==> src/rtl/watchdog_pkg.sv <==
// watchdog_pkg: register map, status bit indices (from cause codes), config layout and byte-read helper
package watchdog_pkg;
  typedef enum logic [2:0] {
    CAUSE_POR,
    CAUSE_TIMEOUT,
    CAUSE_TRAP,
    CAUSE_EARLY,
    CAUSE_BADKEY,
    CAUSE_WARN
  } cause_e;
  localparam logic [3:0] A_CNT = 4'h0, A_RELOAD = 4'h4, A_WINDOW = 4'h8;
  localparam logic [3:0] A_CFG = 4'hC, A_STATUS = 4'hD, A_KICK = 4'hE;
  localparam int ST_POR = CAUSE_POR;
  localparam int ST_TIMEOUT = CAUSE_TIMEOUT;
  localparam int ST_TRAP = CAUSE_TRAP;
  localparam int ST_EARLY = CAUSE_EARLY;
  localparam int ST_BADKEY = CAUSE_BADKEY;
  localparam int ST_WARN = CAUSE_WARN;
  localparam logic [7:0] STATUS_MASK = 8'h3F;
  typedef struct packed {
    logic lock;
    logic [4:0] rsvd;
    logic window_en;
    logic enable;
  } cfg_t;
  function automatic logic [7:0] byte_of(input logic [31:0] v, input logic [1:0] b);
    return v[{b, 3'b000} +: 8];
  endfunction
endpackage

==> src/rtl/wd_prescaler.sv <==
// wd_prescaler: free-running divider; tick when all-ones and en (clk, power_on_reset_n, clr, en -> tick)
module wd_prescaler #(
  parameter int PRESC_BITS = 4
) (
  input  logic clk,
  input  logic power_on_reset_n,
  input  logic clr,
  input  logic en,
  output logic tick
);
  logic [PRESC_BITS-1:0] presc_q, presc_d;
  always_comb begin
    presc_d = (clr || !en) ? '0 : presc_q + PRESC_BITS'(1);
    tick = en && &presc_q;
  end
  always_ff @(posedge clk or negedge power_on_reset_n)
    if (!power_on_reset_n) presc_q <= '0;
    else presc_q <= presc_d;
endmodule

==> src/rtl/watchdog_window.sv <==
// watchdog_window: windowed watchdog on 8-bit bus (addr/wdata/we/rdata, trap in; reset, irq_warn out)
module watchdog_window
  import watchdog_pkg::*;
#(
  parameter int WIDTH = 16,
  parameter int PRESC_BITS = 4,
  parameter int WARN_DIST = 16,
  parameter logic [7:0] KICK_KEY = 8'h5A
) (
  input  logic       clk,
  input  logic       power_on_reset_n,
  input  logic [3:0] addr,
  input  logic [7:0] wdata,
  input  logic       we,
  output logic [7:0] rdata,
  input  logic       trap,
  output logic       reset,
  output logic       irq_warn
);
  localparam int NB = WIDTH / 8;
  localparam logic [WIDTH-1:0] WARN_VAL = {WIDTH{1'b1}} - WIDTH'(WARN_DIST);
  logic [WIDTH-1:0] counter_q, counter_d, reload_q, reload_d, window_q, window_d, tick_val;
  cfg_t cfg_q, cfg_d;
  logic [7:0] status_q, status_d, ev_set, ev_clr;
  logic internal_reset_q, internal_reset_d;
  logic tick, kick, key_ok, too_early, kick_ok, ovf, live, event_any;
  function automatic logic [WIDTH-1:0] put_byte(input logic [WIDTH-1:0] v, input logic [1:0] b,
                                                input logic [7:0] d);
    put_byte = v;
    for (int i = 0; i < NB; i++) if (b == 2'(i)) put_byte[i*8 +: 8] = d;
  endfunction
  wd_prescaler #(.PRESC_BITS(PRESC_BITS)) u_presc (
    .clk(clk),
    .power_on_reset_n(power_on_reset_n),
    .clr(kick_ok || event_any),
    .en(cfg_q.enable),
    .tick(tick)
  );
  always_comb begin
    kick = we && addr == A_KICK;
    key_ok = wdata == KICK_KEY;
    too_early = cfg_q.window_en && counter_q < window_q;
    kick_ok = kick && key_ok && !too_early;
    ovf = &counter_q;
    tick_val = ovf ? reload_q : counter_q + WIDTH'(1);
    live = !internal_reset_q;
    ev_set = '0;
    ev_set[ST_TIMEOUT] = live && tick && ovf && !kick_ok;
    ev_set[ST_TRAP] = live && trap;
    ev_set[ST_EARLY] = live && kick && key_ok && too_early;
    ev_set[ST_BADKEY] = live && kick && !key_ok;
    ev_set[ST_WARN] = tick && !kick_ok && tick_val == WARN_VAL;
    event_any = |ev_set[ST_BADKEY:ST_TIMEOUT];
    ev_clr = (we && addr == A_STATUS) ? wdata : '0;
    status_d = ((status_q & ~ev_clr) | ev_set) & STATUS_MASK;
    counter_d = kick_ok ? reload_q : tick ? tick_val : counter_q;
    counter_d = (we && addr[3:2] == A_CNT[3:2]) ? put_byte(counter_d, addr[1:0], wdata) : counter_d;
    reload_d = (we && !cfg_q.lock && addr[3:2] == A_RELOAD[3:2]) ?
               put_byte(reload_q, addr[1:0], wdata) : reload_q;
    window_d = (we && !cfg_q.lock && addr[3:2] == A_WINDOW[3:2]) ?
               put_byte(window_q, addr[1:0], wdata) : window_q;
    cfg_d = (we && !cfg_q.lock && addr == A_CFG) ? cfg_t'({wdata[7], 5'b0, wdata[1:0]}) : cfg_q;
    cfg_d.enable = cfg_d.enable && !event_any;
    internal_reset_d = event_any;
    rdata = addr[3:2] == A_CNT[3:2]    ? byte_of(32'(counter_q), addr[1:0]) :
            addr[3:2] == A_RELOAD[3:2] ? byte_of(32'(reload_q), addr[1:0]) :
            addr[3:2] == A_WINDOW[3:2] ? byte_of(32'(window_q), addr[1:0]) :
            addr == A_CFG              ? cfg_q :
            addr == A_STATUS           ? status_q : 8'h00;
  end
  always_ff @(posedge clk or negedge power_on_reset_n)
    if (!power_on_reset_n) begin
      counter_q <= '0;
      reload_q <= '0;
      window_q <= '0;
      cfg_q <= '0;
      status_q <= 8'h01;
      internal_reset_q <= 1'b0;
    end else begin
      counter_q <= counter_d;
      reload_q <= reload_d;
      window_q <= window_d;
      cfg_q <= cfg_d;
      status_q <= status_d;
      internal_reset_q <= internal_reset_d;
    end
  assign reset = !power_on_reset_n || internal_reset_q;
  assign irq_warn = status_q[ST_WARN];
endmodule

==> config.mk <==
export PLATFORM = sky130hd
export DESIGN_NAME = watchdog_window
export DESIGN_NICKNAME = d
export VERILOG_FILES = /design/src/rtl/watchdog_pkg.sv /design/src/rtl/wd_prescaler.sv /design/src/rtl/watchdog_window.sv
export SDC_FILE = /design/constraint.sdc
export NUM_CORES = 1
export LEC_CHECK = 0
export CORE_ASPECT_RATIO = 0.9
export CORE_MARGIN = 2
export CORE_UTILIZATION = 44
export DETAILED_ROUTE_END_ITERATION = 10
export GPL_TIMING_DRIVEN = 0
export PLACE_DENSITY = 0.6
export RECOVER_POWER = 100
export SLEW_MARGIN = 10
export SYNTH_ARGS = -nofsm -noshare
export SYNTH_HDL_FRONTEND = slang
export SYNTH_SLANG_ARGS = --single-unit
==> constraint.sdc <==
create_clock -name clk -period 3.7 [get_ports clk]
set_clock_uncertainty 0.1 [all_clocks]
set_input_delay 0.74 -clock clk [delete_from_list [all_inputs] [get_ports clk]]
set_output_delay 0.74 -clock clk [all_outputs]
set_load 0.1 [all_outputs]
After elaboration in Yosys (flattened, before gate mapping)
Cells that the tools add are included.
{"block": "word_totals", "out_inout_bits": 10, "inputBits": 16, "ff_bits": 62, "word_cells": 84}
{"block": "op_classes", "magnitude_cmp": 1, "bitwise_logic": 3, "shift": 3, "n_eq_ne": 8, "add_sub_neg": 2, "n_reduce_logical": 42, "mux": 14}
{"cell": "$shiftx A32 B6 Y8", "count": 3}
{"cell": "$mux W16", "count": 4}
{"cell": "$mux W8", "count": 6}
{"cell": "$logic_and A1 B1 Y1", "count": 22}
{"cell": "$add A16 B1 Y16 const B", "count": 1}
{"cell": "$eq A16 B16 Y1 const B", "count": 1}
{"cell": "$lt A16 B16 Y1", "count": 1}
{"cell": "$reduce_and A16 Y1", "count": 1}
{"cell": "$eq A4 B4 Y1 const B", "count": 3}
{"cell": "$mux W6", "count": 2}
{"cell": "$eq A8 B7 Y1 const B", "count": 1}
{"cell": "$logic_not A1 Y1", "count": 8}
{"cell": "$reduce_and A2 Y1", "count": 4}
{"cell": "$and A6 B6 Y6", "count": 1}
{"cell": "$not A6 Y6", "count": 1}
{"cell": "$or A6 B6 Y6", "count": 1}
{"cell": "$add A4 B1 Y4 const B", "count": 1}
{"cell": "$eq A2 B1 Y1 const B", "count": 2}
{"cell": "$logic_not A2 Y1", "count": 2}
{"cell": "$mux W4", "count": 1}
{"cell": "$reduce_and A4 Y1", "count": 1}
{"cell": "$reduce_or A4 Y1", "count": 1}
{"cell": "$logic_or A1 B1 Y1", "count": 3}
{"cell": "$eq A2 B2 Y1 const B", "count": 1}
{"cell": "$mux W1", "count": 1}

Depth between registers and ports, before layout
{"block": "logic_depth", "ltp_word": 10, "mapped_depth": 9, "ltp_nobuf": 8}

Cells and area by module
Synthesis repeated with hierarchy kept, for this count alone.
{"block": "hier_totals", "hier_cells": 471, "area_unflattened_um2": 4330.4}
{"module": "watchdog_window", "area_per_inst_um2": 4145.2, "instances": 1, "seq_area_each_um2": 1452.6, "cells_each": 455}
{"module": "wd_prescaler", "area_per_inst_um2": 185.2, "instances": 1, "seq_area_each_um2": 100.1, "cells_each": 16}

Worst setup path before layout
OpenSTA, ideal clock, no wires.
{"block": "synth_path", "path_kind": "input to output", "startpoint": "in addr[0]", "endpoint": "out rdata[2]", "stages": 5, "path_slack_ns": -1.018, "path_buffers": 2, "arrival_ns": 3.878, "required_ns": 2.860, "path_cell_list": "clkbuf_1 -> clkbuf_1 -> mux4_2 -> nor2_1 -> a211oi_1"}
{"block": "synth_via", "elab_chain_cells": 6, "elab_cells_between_ends": 10, "classes_between": "eq/ne (2); shift (3); mux (5)"}
{"item": "from (decl)", "line_no": "watchdog_window.sv:12", "text": "input logic [3:0] addr,"}
{"item": "parallel branches: the longest is 5 deep, another holds $shiftx A32 B6 Y8"}
{"item": "$mux W8 *", "line_no": "watchdog_window.sv:65", "text": "rdata = addr[3:2] == A_CNT[3:2] ? byte_of(32'(counter_q), addr[1:0]) :"}
{"item": "to (decl)", "line_no": "watchdog_window.sv:15", "text": "output logic [7:0] rdata,"}
Every way passes the cells marked *.

Worst setup path after layout
{"block": "layout_path", "startpoint": "in addr[1]", "endpoint": "reg counter_q[8]"}
{"block": "layout_via", "elab_chain_cells": 7, "elab_cells_between_ends": 8, "classes_between": "eq/ne (2); mux (3); reduce/logical (3)"}
{"item": "$eq A4 B4 Y1", "line_no": "watchdog_window.sv:40", "text": "kick = we && addr == A_KICK;"}
{"item": "$logic_and A1 B1 Y1", "line_no": "watchdog_window.sv:40"}
{"item": "$logic_and A1 B1 Y1 (2 in series)", "line_no": "watchdog_window.sv:43", "text": "kick_ok = kick && key_ok && !too_early;"}
{"item": "$mux W16", "line_no": "watchdog_window.sv:56", "text": "counter_d = kick_ok ? reload_q : tick ? tick_val : counter_q;"}
{"item": "$mux W8", "line_no": "watchdog_window.sv:30", "text": "for (int i = 0; i < NB; i++) if (b == 2'(i)) put_byte[i*8 +: 8] = d;"}
{"item": "$mux W16 *", "line_no": "watchdog_window.sv:57", "text": "counter_d = (we && addr[3:2] == A_CNT[3:2]) ? put_byte(counter_d, addr[1:0], wdata) : counter_d;"}
{"item": "named net counter_d[8]", "line_no": "watchdog_window.sv:22", "text": "logic [WIDTH-1:0] counter_q, counter_d, reload_q, reload_d, window_q, window_d, tick_val;"}
{"item": "to (signal assigned)", "line_no": "watchdog_window.sv:80", "text": "counter_q <= counter_d;"}
{"item": "to (decl)", "line_no": "watchdog_window.sv:22"}
The timed path passes the listed nets; every way through them passes the cells marked *.
A chain may end at the register's enable or synchronous reset.

==> flow_summary_export.csv <==
group,metric,value,unit
clock_tree,cts_root_buffer,"clkbuf_8",
setup_path,crit_arrival,3.79,ns
cells_and_area,drive_gt1_frac,0.133,
grt,busiest_layer,"met1",
sta,period_needed,3.61,ns
clock_tree,cts_tree,"yes",
grt,antenna_found_initial,0,
synth,syn_inst,458,
clock_tree,clkTransAtPathRegs,0.08,ns
cells_and_area,layout_commonest_cell,"dfrtp_1",
placement,dpl.hpwl,10.0,mm
placement,place_congestion,0.935,
die,die_area,10500,um2
sta,setup_tns,0,ns
drt,routedWlPerCell,21.5,um
grt,globalRouteMet3Util,0.0724,
synth,avgSynthCellArea,9.36,um2
placement,place_area,4700,um2
setup_path,critPathKind,"input pin to register",
sta,slew_headroom,0.347,
clock_tree,clk_latency,0.35,ns
clock_tree,cts_setup_buffers,0,
cells_and_area,final_nets,525,
grt,grt_pass1_vias,3673,
sta,slew_viol_final,0,
die,die_h,97.6,um
cells_and_area,area_growth,13.2,%
grt,grt-ovfl-total,0,
synth,ys_warn_count,0,
cells_and_area,fin_util,0.507,
run,max_cap_violations,0,
setup_path,crit_fanout,10,
drt,drt-initial-drc-count,359,
sta,worst_pin_slew,0.976,ns
synth,seq_area_frac_synth,0.362,
clock_tree,numCtsBuffers,9,
cells_and_area,layout.cells.non_filler,623,
setup_path,cp-start-kind,"input pin",
cells_and_area,nFillCells,929,
sta,grt_setup_unrepaired,"false",
synth,syn-num-nets,491,
power,pwr_density_cell,487,nW/um2
synth,synth_seq_cells,62,
synth,synth_ff_type,"dfrtp_1",
clock_tree,h-tree-depth,3,
power,leakagePower,0.00202,uW
drt,drc,0,
drt,dr_total_vias,3781,
grt,met1_usage,0.405,
setup_path,cpMaxStageDelayCell,"a311oi_2",
sta,setup_viol,0,
setup_path,max_stage_delay,0.71,ns
die,rows,34,
die,ioPinCount,26,
clock_tree,ctsHoldBuffers,0,
setup_path,crit_path_cell_trace,"dlygate4sd3_1 -> clkbuf_1 -> nand3_1 -> a311oi_2 -> clkbuf_1 -> o21ai_0 -> a21oi_1",
synth,synth_edf_count,0,
synth,synth_cell_type_count,64,
die,dieWidth,108,um
drt,first_pass_iters,5,
sta,fmax,277,MHz
sta,hold_violations,0,
min_path,hold_class,"register to register",
die,core-area,9570,um2
cells_and_area,diodes,0,
drt,wirelength,13.4,mm
setup_path,crit_required,3.88,ns
setup_path,worstSetupEndpointType,"register",
cells_and_area,final_cell_mix,"dfrtp_1, nand2_1, nor2_1",
grt,grt_use_met2,0.393,
clock_tree,ctsLongestPathBuffers,2,
placement,dpl.cell_count,607,
synth,netlist_area,4290,um2
clock_tree,cts_sinks,62,
grt,grtUsageTotal,0.273,
power,ir_drop,0.000277,V
die,initial_core_util,0.448,
setup_path,critPathMostFrequentCell,"clkbuf_1",
placement,port_buffers,23,
drt,detail-route-antenna-nets,0,
grt,grt_pass1_wl,21.4,mm
status,outcome,"complete, no violations",
drt,drt-vias-per-instance,6.07,
cells_and_area,final_cell_area,4850,um2
sta,period_share,0.976,
grt,grt_max_degree,64,
synth,synth-async-reset-ratio,1.00,
==> repair_timing <==
| item | CTS | global route |
|---|---|---|
| hold endpoints to repair | 0 | 0 |
| pin swaps | 0 | 0 |
| resized for setup | 46 | 10 |
| setup endpoints to repair | 8 | 7 |
==> sequential cells by signal (all words and copies together), names as in the netlist <==
| register | flops |
|---|---|
| window_q | 16 |
| cfg_q | 3 |
| u_presc.presc_q | 4 |
| status_q | 6 |
| internal_reset_q | 1 |
| reload_q | 16 |
| counter_q | 16 |
==> cells in the mapped netlist (5+ instances only) <==
library cell / instances / area share
nand2_1: 43 / 0.038
o21a_1: 9 / 0.016
buf_2: 5 / 0.0058
o21ai_0: 16 / 0.019
mux4_2: 8 / 0.042
a21o_1: 5 / 0.0088
ha_1: 17 / 0.050
inv_1: 22 / 0.019
and2_1: 7 / 0.010
clkbuf_1: 17 / 0.015
a31oi_1: 8 / 0.012
and4_1: 8 / 0.016
nand3b_1: 5 / 0.0088
mux2_1: 30 / 0.079
a22o_1: 5 / 0.010
nand3_1: 14 / 0.016
nand4_1: 9 / 0.013
nor3_1: 6 / 0.0070
mux2_2: 5 / 0.013
a22oi_1: 7 / 0.012
nor2_1: 40 / 0.035
o21ai_1: 12 / 0.014
a21oi_1: 24 / 0.028
dfrtp_1: 61 / 0.36
mux2i_1: 7 / 0.016
xor2_1: 6 / 0.012
==> cells by family (layout without fill, tap and decap cells) <==
logic type | after synthesis | after routing | synth area share
AND/OR/NAND/NOR | 159 | 159 | 0.196
AO/OA/AOI/OAI | 114 | 114 | 0.178
flip-flops | 62 | 62 | 0.362
multiplexers | 50 | 50 | 0.150
buffers and inverters | 48 | 87 | 0.0479
adder cells (fa/ha/maj) | 17 | 17 | 0.0496
XOR/XNOR | 8 | 8 | 0.0164
==> stage by stage <==
stage / hold WS (ns) / total power, uW / setup WS, ns
after floorplan: 0.332 / 1490 / -0.0597
after global placement: 0.352 / 1740 / -1.65
after detailed placement: 0.363 / 1750 / -1.10
after CTS: 0.374 / 2370 / 0.0385
after global routing: 0.388 / 2510 / 0.0103
final: 0.368 / 2360 / 0.0904
==> worst max-delay path: cells and delay by family <==
kind,cells,cell delay (ns)
buffers and inverters,3,1.56
AOI/OAI and AO/OA,3,1.08
and+or+nand+nor,1,0.41
==> power breakdown <==
| part | switching, uW | internal (uW) |
|---|---|---|
| clock | 291 | 329 |
| sequential | 191 | 812 |
| combinational | 426 | 312 |
| total | 908 | 1450 |
==> layout make-up <==
cell class	instances	area [um2]	area share
buffer	26	118	0.0242
tap	126	158	0.0325
multi-input combinational	348	2540	0.524
sequential	62	1550	0.320
timing repair buffer	23	198	0.0407
clock buffer	11	141	0.0291
inverter	22	82.6	0.0170
clock inverter	5	58.8	0.0121
==> metal layers <==
metal / share of wire / vias to the layer above / wire (um)
met5: 0 / - / 0
met4: 0.016 / 0 / 215
met3: 0.072 / 20 / 964
met2: 0.43 / 135 / 5760
met1: 0.48 / 1862 / 6460
li1: - / 1764 / -
==> final timing paths <==
path | startpoint | endpoint | slack, ns | cells after the start
setup / recovery | addr[1] | counter_q[8]$_DFF_PN0_ | 0.09 | 7
hold reg to reg | u_presc.presc_q[0]$_DFF_PN0_ | u_presc.presc_q[0]$_DFF_PN0_ | 0.37 | 1
setup reg to reg | counter_q[14]$_DFF_PN0_ | counter_q[8]$_DFF_PN0_ | 0.42 | 8
min in group asynchronous | power_on_reset_n | counter_q[8]$_DFF_PN0_ | 0.38 | 1
max in group asynchronous | power_on_reset_n | counter_q[14]$_DFF_PN0_ | 2.61 | 1
hold / removal | u_presc.presc_q[0]$_DFF_PN0_ | u_presc.presc_q[0]$_DFF_PN0_ | 0.37 | 1
(Power assumes the default switching activity.)
